File: src/rtl/clyde_ctrl_pkg.sv
// Clyde-128 W/TK sequencer: FSM states, round-constant values and helpers.
// Shared by clyde_w_lfsr and clyde_addwtk_ctrl.
package clyde_ctrl_pkg;

  typedef enum logic [2:0] {
    IDLE,
    TK0,
    LAYER,
    ADD,
    TKF,
    DONE
  } state_t;

  localparam logic [3:0] W_INIT = 4'h1;
  localparam logic [3:0] W_POLY = 4'h3;
  localparam logic [3:0] W_LAST = 4'hE;
  localparam int NROUNDS_DEF = 12;

  function automatic logic [3:0] w_fwd(input logic [3:0] c);
    return {c[2:0], 1'b0} ^ (c[3] ? W_POLY : 4'h0);
  endfunction

  function automatic logic [3:0] w_inv(input logic [3:0] c);
    return c[0] ? (((c ^ W_POLY) >> 1) | 4'h8) : (c >> 1);
  endfunction

  function automatic logic [1:0] ph_inc(input logic [1:0] p);
    return (p == 2'd2) ? 2'd0 : p + 2'd1;
  endfunction

  function automatic logic [1:0] ph_dec(input logic [1:0] p);
    return (p == 2'd0) ? 2'd2 : p - 2'd1;
  endfunction

endpackage

File: src/rtl/clyde_w_lfsr.sv
// 4-bit Clyde round-constant LFSR.
// dir=0 steps forward from W_INIT, dir=1 steps backward from W_LAST.
module clyde_w_lfsr
  import clyde_ctrl_pkg::*;
(
  input  logic       clk,
  input  logic       rst,
  input  logic       load,
  input  logic       step,
  input  logic       dir,
  output logic [3:0] w
);

  always_ff @(posedge clk) begin
    if (rst) begin
      w <= W_INIT;
    end else if (load) begin
      w <= dir ? W_LAST : W_INIT;
    end else if (step) begin
      w <= dir ? w_inv(w) : w_fwd(w);
    end
  end

endmodule

File: src/rtl/clyde_addwtk_ctrl.sv
// Masked Clyde-128 round sequencer: layer handshake, W constant, tweak delta.
// Define CLYDE_DECRYPT_EN to add the `inverse` port and the decryption schedule.
module clyde_addwtk_ctrl
  import clyde_ctrl_pkg::*;
#(
  parameter int Nbits   = 128,
  parameter int NROUNDS = NROUNDS_DEF
) (
  input  logic             clk,
  input  logic             rst,
  input  logic             start,
`ifdef CLYDE_DECRYPT_EN
  input  logic             inverse,
`endif
  input  logic [Nbits-1:0] tweak_in,
  output logic             busy,
  output logic             done,
  output logic             layer_start,
  input  logic             layer_done,
  output logic             state_en,
  output logic             ctrl_TK_addition,
  output logic             ctrl_W_addition,
  output logic [3:0]       W,
  output logic [Nbits-1:0] delta
);

  localparam int RW = $clog2(NROUNDS + 1);
  localparam int H  = Nbits / 2;
  localparam logic [RW-1:0] R_LAST = RW'(NROUNDS - 1);
  localparam logic [RW-1:0] R_END  = RW'(NROUNDS);

  state_t           state_q;
  state_t           state_d;
  logic [RW-1:0]    round_q;
  logic [RW-1:0]    r_rev;
  logic [1:0]       phase_q;
  logic [1:0]       phase_cur;
  logic [Nbits-1:0] tweak_q;
  logic [H-1:0]     t0;
  logic [H-1:0]     t1;
  logic             in_layer_q;
  logic             inv_q;
  logic             inv_in;
  logic             accept;
  logic             lay_ok;
  logic             tk_add;

`ifdef CLYDE_DECRYPT_EN
  assign inv_in = inverse;
`else
  assign inv_in = 1'b0;
`endif

  assign accept = (state_q == IDLE) && start;
  assign layer_start = (state_q == LAYER) && !in_layer_q;
  // completion is only taken after the layer_start cycle
  assign lay_ok = (state_q == LAYER) && in_layer_q && layer_done;

  assign r_rev  = R_LAST - round_q;
  assign tk_add = inv_q ? (r_rev[0] && (round_q != '0))
                        : round_q[0];

  always_ff @(posedge clk) begin
    if (rst) state_q <= IDLE;
    else     state_q <= state_d;
  end

  always_comb begin
    state_d = state_q;
    unique case (state_q)
      IDLE:  if (start) state_d = TK0;
      TK0:   state_d = inv_q ? ADD : LAYER;
      LAYER: begin
        if (lay_ok) begin
          if (inv_q && (round_q == R_END)) state_d = TKF;
          else                             state_d = ADD;
        end
      end
      ADD: begin
        if (!inv_q && (round_q == R_LAST)) state_d = DONE;
        else                               state_d = LAYER;
      end
      TKF:   state_d = DONE;
      DONE:  state_d = IDLE;
      default: state_d = IDLE;
    endcase
  end

  always_comb begin
    busy             = (state_q != IDLE);
    done             = 1'b0;
    state_en         = 1'b0;
    ctrl_TK_addition = 1'b0;
    ctrl_W_addition  = 1'b0;
    phase_cur        = phase_q;
    unique case (state_q)
      TK0: begin
        state_en         = 1'b1;
        ctrl_TK_addition = 1'b1;
      end
      ADD: begin
        state_en         = 1'b1;
        ctrl_W_addition  = 1'b1;
        ctrl_TK_addition = tk_add;
        // a tweakey ADD already uses the advanced tweak phase
        if (tk_add) phase_cur = inv_q ? ph_dec(phase_q) : ph_inc(phase_q);
      end
      TKF: begin
        state_en         = 1'b1;
        ctrl_TK_addition = 1'b1;
        phase_cur        = 2'd0;
      end
      DONE:    done = 1'b1;
      default: ;
    endcase
  end

  always_ff @(posedge clk) begin
    if (rst) begin
      round_q    <= '0;
      phase_q    <= 2'd0;
      tweak_q    <= '0;
      inv_q      <= 1'b0;
      in_layer_q <= 1'b0;
    end else begin
      in_layer_q <= (state_q == LAYER);
      if (accept) begin
        tweak_q <= tweak_in;
        inv_q   <= inv_in;
        round_q <= '0;
        phase_q <= 2'd0;
      end
      if (state_q == ADD) begin
        round_q <= round_q + RW'(1);
        phase_q <= phase_cur;
      end
      if (state_q == TKF) phase_q <= 2'd0;
    end
  end

  assign t1 = tweak_q[Nbits-1:H];
  assign t0 = tweak_q[H-1:0];

  always_comb begin
    unique case (phase_cur)
      2'd1:    delta = {t0 ^ t1, t0};
      2'd2:    delta = {t1, t0 ^ t1};
      default: delta = {t1, t0};
    endcase
  end

  clyde_w_lfsr u_lfsr (
    .clk  (clk),
    .rst  (rst),
    .load (accept),
    .step (state_q == ADD),
    .dir  (accept ? inv_in : inv_q),
    .w    (W)
  );

endmodule

File: config.mk
export PLATFORM = sky130hd
export DESIGN_NAME = clyde_addwtk_ctrl
export DESIGN_NICKNAME = d
export VERILOG_FILES = /design/src/rtl/clyde_ctrl_pkg.sv /design/src/rtl/clyde_w_lfsr.sv /design/src/rtl/clyde_addwtk_ctrl.sv
export SDC_FILE = /design/constraint.sdc
export NUM_CORES = 1
export LEC_CHECK = 0
export CAP_MARGIN = 0
export CORE_UTILIZATION = 49
export CTS_CLUSTER_DIAMETER = 200
export DETAILED_ROUTE_END_ITERATION = 7
export PLACE_DENSITY = 0.87
export SLEW_MARGIN = 20
export SYNTH_ARGS = -nofsm -noshare
export SYNTH_HDL_FRONTEND = slang
export SYNTH_SLANG_ARGS = --single-unit
File: constraint.sdc
create_clock -name clk -period 3.55 [get_ports clk]
set_input_delay 0.71 -clock clk [delete_from_list [all_inputs] [get_ports clk]]
set_output_delay 0.71 -clock clk [all_outputs]
set_load 0.01 [all_outputs]
==> metrics.md, run 1 <==
| Metric | Value |
|---|---|
| Status | finished, violations left |
| Violated checks | setup timing |
| Total of endpoints with negative setup slack in the final report | 13 |
| Post-place setup slack | 0.133 ns |
| Standard-cell rows | 44 |
| Worst-case vdd ir drop | 0.398 mV |
| Final worst slack | -0.169 ns |
| Critical Path End Type | primary output |
| Share of total power in sequential cells | 42.8% |
| # H-tree levels | 4 |
| Launching point of the worst reg2reg path | state_q[0] |
| Cell depth of the worst flop-to-flop path | 6 |
| Total placed instance area | 10100 µm² |
| Area added between synthesis and finish | 48.2% |
| Via density per instance | 5.43 |
| Post-route clock period utilization | 105% |
| Cell leakage power | 4.56 nW |
| Critical-path top delay cell | sky130_fd_sc_hd__clkdlybuf4s50_1 |
| Worst min-delay path category | reg -> reg |
| Chip width | 124 µm |
| Power per unit of standard cell area | 394 nW/µm² |
| Final weighted congestion of routability-driven global placement | 0.855 |
| Primary flip-flop cell chosen by synthesis mapping | sky130_fd_sc_hd__dfxtp_1 |
| Design internal power | 3.08 mW |
| Post-synth EDFFs | 0 |
| Fraction of the yosys area taken by sequential cells | 39.0% |
| Initial DRC Count | 531 |
| Gate power share | 19.1% |
| Root Driver | sky130_fd_sc_hd__clkbuf_16 |
| Largest delay contributor family on the critical path | buffers and inverters |
| Switching power of the nets | 1.20 mW |
| Post-layout nets | 1347 |
| Slew HR | 45.5% |
| Worst-path clk slew | 0.06 ns |
| Number of vias after detailed routing | 7646 |
| Wire length of the first global-routing pass | 35500 µm |
| Yosys warnings | 0 |
| Max frequency | 269 MHz |
| Slowest Stage Delay on Critical Path | 0.56 ns |
| Standard cell core area | 14600 µm² |
| ANT nets after route | 0 |
| Number of instances in the synthesized netlist | 963 |
| Effective utilization at floorplan | 50.3% |
| Hold depth | 2 |
| Quantity of I/O buffers inserted on ports | 269 |
| Total clock buffers created by CTS | 17 |
| Overflow left after global routing | 0 |
| Crit path buf inv count | 3 |
| Boundary pin count | 270 |
| Commonest non-fill, non-tap cells in the layout | sky130_fd_sc_hd__nand2_1 (265), sky130_fd_sc_hd__clkdlybuf4s50_1 (153), sky130_fd_sc_hd__dfxtp_1 (142) |
| Max-cap violations | 0 |
| Proportion of total power due to net switching | 28.1% |
| Total design power | 4.28 mW |
| TritonCTS clock tree | yes |
| Reg2Reg Setup Slack | 1.59 ns |
| Share of post-route cells with drive strength above 1 | 9.81% |
| Netlist area before placement | 7340 µm² |
| HPWL after detailed placement | 14900 µm |
| Most common cell after layout, fill and taps aside | sky130_fd_sc_hd__nand2_1 |
| Post-detailed-routing wire length | 23100 µm |
| Number of max-slew violations in the final report | 0 |
| Antenna violations before repair | 1 |
| Area of the die | 15500 µm² |
| Terminus of the critical flop-to-flop path | round_q[3] |
| Synthesized Nets | 1100 |
| Largest net degree at the start of global routing | 130 |
| Die boundary height | 124 µm |
| Max Buffers Root-to-Sink | 2 |
| Critical Path AT | 3.01 ns |
| Worst Max-Slew Pin Slew | 0.817 ns |
| Final worst clock skew | 0.00636 ns |
| Number of global-route vias before repair | 7056 |
| Fraction of synthesis flops using an asynchronous set or reset pin | 0% |
| Launching element type of the critical path | flop |
| Post-synthesis cell type count | 44 |
| Post-detailed-route DRC marker count | 0 |
| WL/cell | 16.4 µm |
| Aggregate global-route resource usage | 28.4% |
| Final std cell area, no fill | 10900 µm² |
| Post-Syn Area per Cell | 7.62 µm² |
| Hold endpoint | tweak_q[55] |
| Unrepaired setup endpoints after global routing | yes |
| Util after Layout | 74.5% |
| Min Tclk post-route | 3.72 ns |
| Required time of the worst setup path | 2.84 ns |
| Clk_lat worst skew | 0.42 ns |
| Number of synthesized register bits | 143 |
| Worst min-delay path startpoint | tweak_q[55] |
| Biggest fanout along the worst timing path | 22 |
| Worst-path cell chain | inv_2 > ha_4 > or4b_4 > a31o_4 > o211a_4 > bufbuf_16 > nand3_1 > xnor2_1 > clkdlybuf4s50_1 |
| Clock power frac | 38.1% |
| Clock Sinks | 143 |
| Hold violation total from the final report | 0 |
| Type of the setup path with the least slack | reg -> out |
| Initial DRT Pass Iterations | 7 |
==> stage by stage <==
| stage | std cells | hold slack [ns] | TNS (ns) |
|---|---|---|---|
| after floorplan | 963 | 0.462 | 0 |
| after global placement | 1364 | 0.468 | 0 |
| after detailed placement | 1364 | 0.475 | 0 |
| after CTS | 1400 | 0.483 | -7.30 |
| after global routing | 1408 | 0.504 | -3.15 |
| final | 1408 | 0.483 | -0.912 |
==> tightest hold or removal path: cells and delay by family (launching register included) <==
family / cells / cell delay (ns)
compound gates: 1 / 0.05
flops: 1 / 0.33
simple gates: 1 / 0.06
==> logic make-up after synthesis <==
family,Yosys count,synth area share (%)
DFF,143,39.0
xor gates and xnor gates,131,15.6
muxes,5,0.716
buffers and inverters,85,6.43
and+or+nand+nor,435,25.5
adders and majority gates,5,0.853
AOI/OAI and AO/OA,159,11.8
==> layout make-up <==
type / count / area [µm²]
tap: 184 / 230
clock inverter: 12 / 86.3
multi-input combinational: 735 / 4150
sequential: 143 / 2860
clock buffer: 20 / 457
antenna: 1 / 2.50
timing repair buffer: 305 / 3060
inverter: 8 / 30.0
fill: 1098 / 3720
==> registers in the layout, indices dropped and copies added (netlist names) <==
register	cells
state_q	3
phase_q	2
in_layer_q	1
u_lfsr.w	4
inv_q	1
tweak_q	128
round_q	4
==> worst max-delay path by stage <==
| stage | from | endpoint | cells past startpoint |
|---|---|---|---|
| 2_1_floorplan | round_q[0] | delta[100] | 8 |
| 3_3_place_gp | round_q[1] | delta[126] | 9 |
| 3_5_place_dp | round_q[1] | delta[126] | 9 |
| 4_1_cts | round_q[1] | delta[50] | 9 |
| 5_1_grt | round_q[1] | delta[54] | 9 |
| 6_report | round_q[1] | delta[54] | 9 |
==> power groups by stage <==
stage          Combinational (mW)  Sequential [mW]  Clock [mW]
2_1_floorplan               0.413             1.83           0
3_3_place_gp                0.858             1.85           0
3_5_place_dp                0.869             1.86           0
4_1_cts                     0.827             1.83        1.65
5_1_grt                     0.883             1.84        1.73
6_report                    0.818             1.83        1.63
==> synthesized netlist by cell type, types with 2 or more instances <==
cell type / count / area, µm²
sky130_fd_sc_hd__nand4_1: 2 / 12.5
sky130_fd_sc_hd__a211oi_1: 2 / 15.0
sky130_fd_sc_hd__a31o_1: 2 / 17.5
sky130_fd_sc_hd__buf_4: 2 / 15.0
sky130_fd_sc_hd__a22oi_1: 4 / 30.0
sky130_fd_sc_hd__mux2_2: 2 / 22.5
sky130_fd_sc_hd__o22ai_1: 2 / 12.5
sky130_fd_sc_hd__dfxtp_1: 143 / 2860
sky130_fd_sc_hd__xnor2_1: 128 / 1120
sky130_fd_sc_hd__xor2_1: 3 / 26.3
sky130_fd_sc_hd__a21oi_1: 135 / 676
sky130_fd_sc_hd__nor2_1: 20 / 75.1
sky130_fd_sc_hd__nand3_2: 2 / 20.0
sky130_fd_sc_hd__inv_1: 8 / 30.0
sky130_fd_sc_hd__clkbuf_1: 48 / 180
sky130_fd_sc_hd__nor3b_1: 2 / 15.0
sky130_fd_sc_hd__buf_2: 8 / 40.0
sky130_fd_sc_hd__buf_6: 18 / 203
sky130_fd_sc_hd__and2_1: 2 / 12.5
sky130_fd_sc_hd__a31oi_1: 3 / 18.8
sky130_fd_sc_hd__mux2i_1: 3 / 30.0
sky130_fd_sc_hd__ha_1: 5 / 62.6
sky130_fd_sc_hd__nand2_1: 265 / 995
sky130_fd_sc_hd__or3_1: 2 / 12.5
sky130_fd_sc_hd__nand3_1: 131 / 656
sky130_fd_sc_hd__o21ai_0: 3 / 15.0
==> layer usage <==
layer | GRT usage (%) | part of all wire, % | vias up
met5 | 0 | 0 | -
met4 | 15.6 | 4.4 | 0
met3 | 6.01 | 6.8 | 81
met2 | 48.7 | 49 | 368
met1 | 32.8 | 40 | 3510
li1 | - | - | 3687
==> what timing repair did <==
item | CTS | global route
pin swaps | 0 | 7
setup buffers | 2 | 8
setup endpoints to repair | 128 | 96
hold buffers | 0 | 0
gates resized for setup | 99 | 126
gates cloned | 2 | 0
No activity file was read; power rests on OpenSTA's default activity.
==> inputs of run 2 (changes only) <==
Settings changed: SYNTH_HIERARCHICAL from default to 1.
==> run 2 against run 1 <==
Net effect:
- the run ends with DRC, setup timing left
- final area rose by 0.79%
- clock skew increased by 0.0017 ns
- sequential share of layout area down 0.18 points
- register-to-register slack worse by 0.23 ns
- largest cell class unchanged
- highest routed layer unchanged
==> metrics.md, run 2 <==
| Metric | Value |
|---|---|
| Min Tclk post-route | 3.58 ns |
| Reg2Reg Setup Slack | 1.36 ns |
| Sequential cell area | 2870 µm² |
| Hold-fix buffers at CTS | 0 |
| Post-route clock period utilization | 101% |
| Required time of the worst setup path | 2.84 ns |
| # H-tree levels | 4 |
| Number of max-slew violations in the final report | 0 |
| Yosys warnings | 6 |
| Max frequency | 280 MHz |
| Netlist area before placement | 7380 µm² |
| Largest net degree at the start of global routing | 76 |
| Cell depth of the worst flop-to-flop path | 7 |
| Post-detailed-routing wire length | 24700 µm |
| Effective utilization at floorplan | 50.4% |
| Aggregate global-route resource usage | 31.2% |
| Post-synth top area cell | sky130_fd_sc_hd__dfxtp_1 |
| Post-detailed-route DRC marker count | 31 |
| Final weighted congestion of routability-driven global placement | 0.828 |
| Root Driver | sky130_fd_sc_hd__clkbuf_16 |
| Number of synthesized register bits | 143 |
| Via density per instance | 5.57 |
| Commonest non-fill, non-tap cells in the layout | sky130_fd_sc_hd__nand2_1 (263), sky130_fd_sc_hd__dfxtp_1 (140), sky130_fd_sc_hd__clkdlybuf4s50_1 (140) |
| Slowest Stage Delay on Critical Path | 0.43 ns |
| HPWL after detailed placement | 15500 µm |
| Overflow left after global routing | 0 |
| Fill cell instance count of the final layout | 1105 |
| Chip width | 125 µm |
| Worst min-delay path category | reg -> reg |
| Crit path from | round_q[1] |
| Final worst clock skew | 0.00803 ns |
| Post-layout nets | 1353 |
| Critical-path top delay cell | sky130_fd_sc_hd__or3_4 |
| Most flop-heavy register | tweak_q |
| Post-synth EDFFs | 0 |
| Type of the setup path with the least slack | reg -> out |
| ANT nets after route | 0 |
| Setup total negative slack | -0.0262 ns |
| Final worst slack | -0.0262 ns |
| Number of vias after detailed routing | 7866 |
| Initial DRC Count | 590 |
| Unrepaired setup endpoints after global routing | yes |
| Util after Layout | 74.8% |
| Worst Max-Slew Pin Slew | 0.717 ns |
| Number of instances in the synthesized netlist | 969 |
| Terminus of the critical flop-to-flop path | tweak_q[52] |
| Area of the die | 15600 µm² |
| Total placed instance area | 10200 µm² |
| Max reg flops | 128 |
| Total clock buffers created by CTS | 17 |
| Total of endpoints with negative setup slack in the final report | 1 |
| Power per unit of standard cell area | 418 nW/µm² |
| WL/cell | 17.5 µm |
| Area added between synthesis and finish | 48.4% |
| Standard-cell rows | 44 |
| Antenna violations before repair | 0 |
| Cell leakage power | 4.22 nW |
| Final std cell area, no fill | 11000 µm² |
| Most area-consuming cells after synthesis | sky130_fd_sc_hd__dfxtp_1 (39%), sky130_fd_sc_hd__xnor2_1 (15%), sky130_fd_sc_hd__nand2_1 (13%) |
| Fraction of the yosys area taken by sequential cells | 38.8% |
| Critical Path AT | 2.87 ns |
| Biggest fanout along the worst timing path | 21 |
| Number of global-route vias before repair | 7492 |
| Max-cap violations | 0 |
| Synthesized Nets | 1106 |
| Violated checks | DRC, setup timing |
| Worst-path clk slew | 0.06 ns |
| Critical Path End Type | primary output |
| Launching point of the worst reg2reg path | state_q[2] |
| Share of post-route cells with drive strength above 1 | 11.9% |
| Fraction of synthesis flops using an asynchronous set or reset pin | 0% |
| Most repeated cell in the gate-level netlist after synthesis | sky130_fd_sc_hd__nand2_1 |
| Launching element type of the critical path | flop |
| Slew HR | 52.2% |
| Hold violation total from the final report | 0 |
| Hold depth | 2 |
| TritonCTS clock tree | yes |
| Largest regs | tweak_q x128, round_q x4, u_lfsr/w x4 |
| Top cell types by occurrence after synthesis | sky130_fd_sc_hd__nand2_1 (264), sky130_fd_sc_hd__dfxtp_1 (143), sky130_fd_sc_hd__a21oi_1 (138) |
| Primary flip-flop cell chosen by synthesis mapping | sky130_fd_sc_hd__dfxtp_1 |
| Worst-path cell chain | inv_1 > ha_2 > nor4b_4 > or3_4 > o211ai_4 > buf_16 > nand3_1 > xnor2_1 > clkdlybuf4s15_1 |
| Status | finished, violations left |
| Post-synthesis cell type count | 44 |
| Critical path endpoint | delta[104] |
| Clk_lat worst skew | 0.43 ns |
| Most common cell after layout, fill and taps aside | sky130_fd_sc_hd__nand2_1 |
| Worst min-delay path startpoint | tweak_q[74] |
| Quantity of I/O buffers inserted on ports | 269 |
| Initial DRT Pass Iterations | 7 |
| Worst-case vdd ir drop | 0.302 mV |
| Die boundary height | 125 µm |
| N_diodes | 0 |
| Standard cell core area | 14600 µm² |
| Yosys top cell area share | 38.8% |
| Post-Syn Area per Cell | 7.62 µm² |
| Wire length of the first global-routing pass | 38300 µm |
| Clock Sinks | 143 |
| Boundary pin count | 270 |
| Max Buffers Root-to-Sink | 2 |
| Area of combinational cells with multiple inputs | 4200 µm² |
## run 2: stage by stage
stage | hold WS (ns) | std cells | power [mW] | setup slack, ns
after floorplan | 0.462 | 969 | 2.27 | 0.704
final | 0.483 | 1413 | 4.59 | -0.0262
after CTS | 0.482 | 1408 | 4.60 | -0.115
after global placement | 0.469 | 1368 | 2.75 | 0.102
after global routing | 0.501 | 1413 | 4.77 | -0.104
after detailed placement | 0.474 | 1368 | 2.76 | -0.0163
## run 2: worst min path at each step
| stage | endpoint | slack, ns |
|---|---|---|
| 2_1_floorplan | tweak_q[100] | 0.46 |
| 4_1_cts | tweak_q[74] | 0.48 |
| 3_5_place_dp | tweak_q[74] | 0.47 |
| 3_3_place_gp | tweak_q[87] | 0.47 |
| 5_1_grt | tweak_q[84] | 0.50 |
| 6_report | tweak_q[74] | 0.48 |
## run 2: routing by layer
| metal | track usage, % | vias to the layer above | routed length [µm] |
|---|---|---|---|
| met5 | 0 | - | 0 |
| met4 | 16.0 | 0 | 1120 |
| met3 | 10.4 | 91 | 2180 |
| met2 | 51.8 | 378 | 12000 |
| met1 | 35.6 | 3693 | 9420 |
| li1 | - | 3704 | - |
## run 2: final cells by class
cell class	count	area share, %
Clock buffer	19	4.04
Clock inverter	13	1.71
Inverter	14	0.502
Multi-Input combinational cell	735	38.3
Sequential cell	143	26.2
Tap cell	184	2.10
Timing Repair Buffer	305	27.1
## run 2: logic make-up after synthesis
kind of cell / Yosys count / synth area share [%]
adders and majority gates: 5 / 0.847
DFF: 143 / 38.8
buffers and inverters: 91 / 5.81
xor gates and xnor gates: 131 / 15.5
AOI/OAI and AO/OA: 167 / 12.3
and+or+nand+nor: 429 / 26.3
muxes: 3 / 0.424
## run 2: power by group
group / leakage, nW / switching [mW] / internal (mW)
sequential: 1.17 / 0.121 / 1.72
clock: 0.288 / 0.719 / 1.20
combinational: 2.76 / 0.411 / 0.416
## run 2: worst max-delay path, delay by kind of cell, from the launching register on
family,cells,cell delay [ns]
buffers and inverters,3,0.61
AND/OR/NAND/NOR,3,0.69
XOR/XNOR,1,0.24
flip-flops,1,0.38
adder cells (fa/ha/maj),1,0.19
AO/OA/AOI/OAI,1,0.32
## run 2: repair_timing
item | CTS | global route
pin swaps | 1 | 4
gates cloned | 3 | 2
setup endpoints to repair | 128 | 109
buffers inserted | 5 | 3
gates resized for setup | 201 | 60
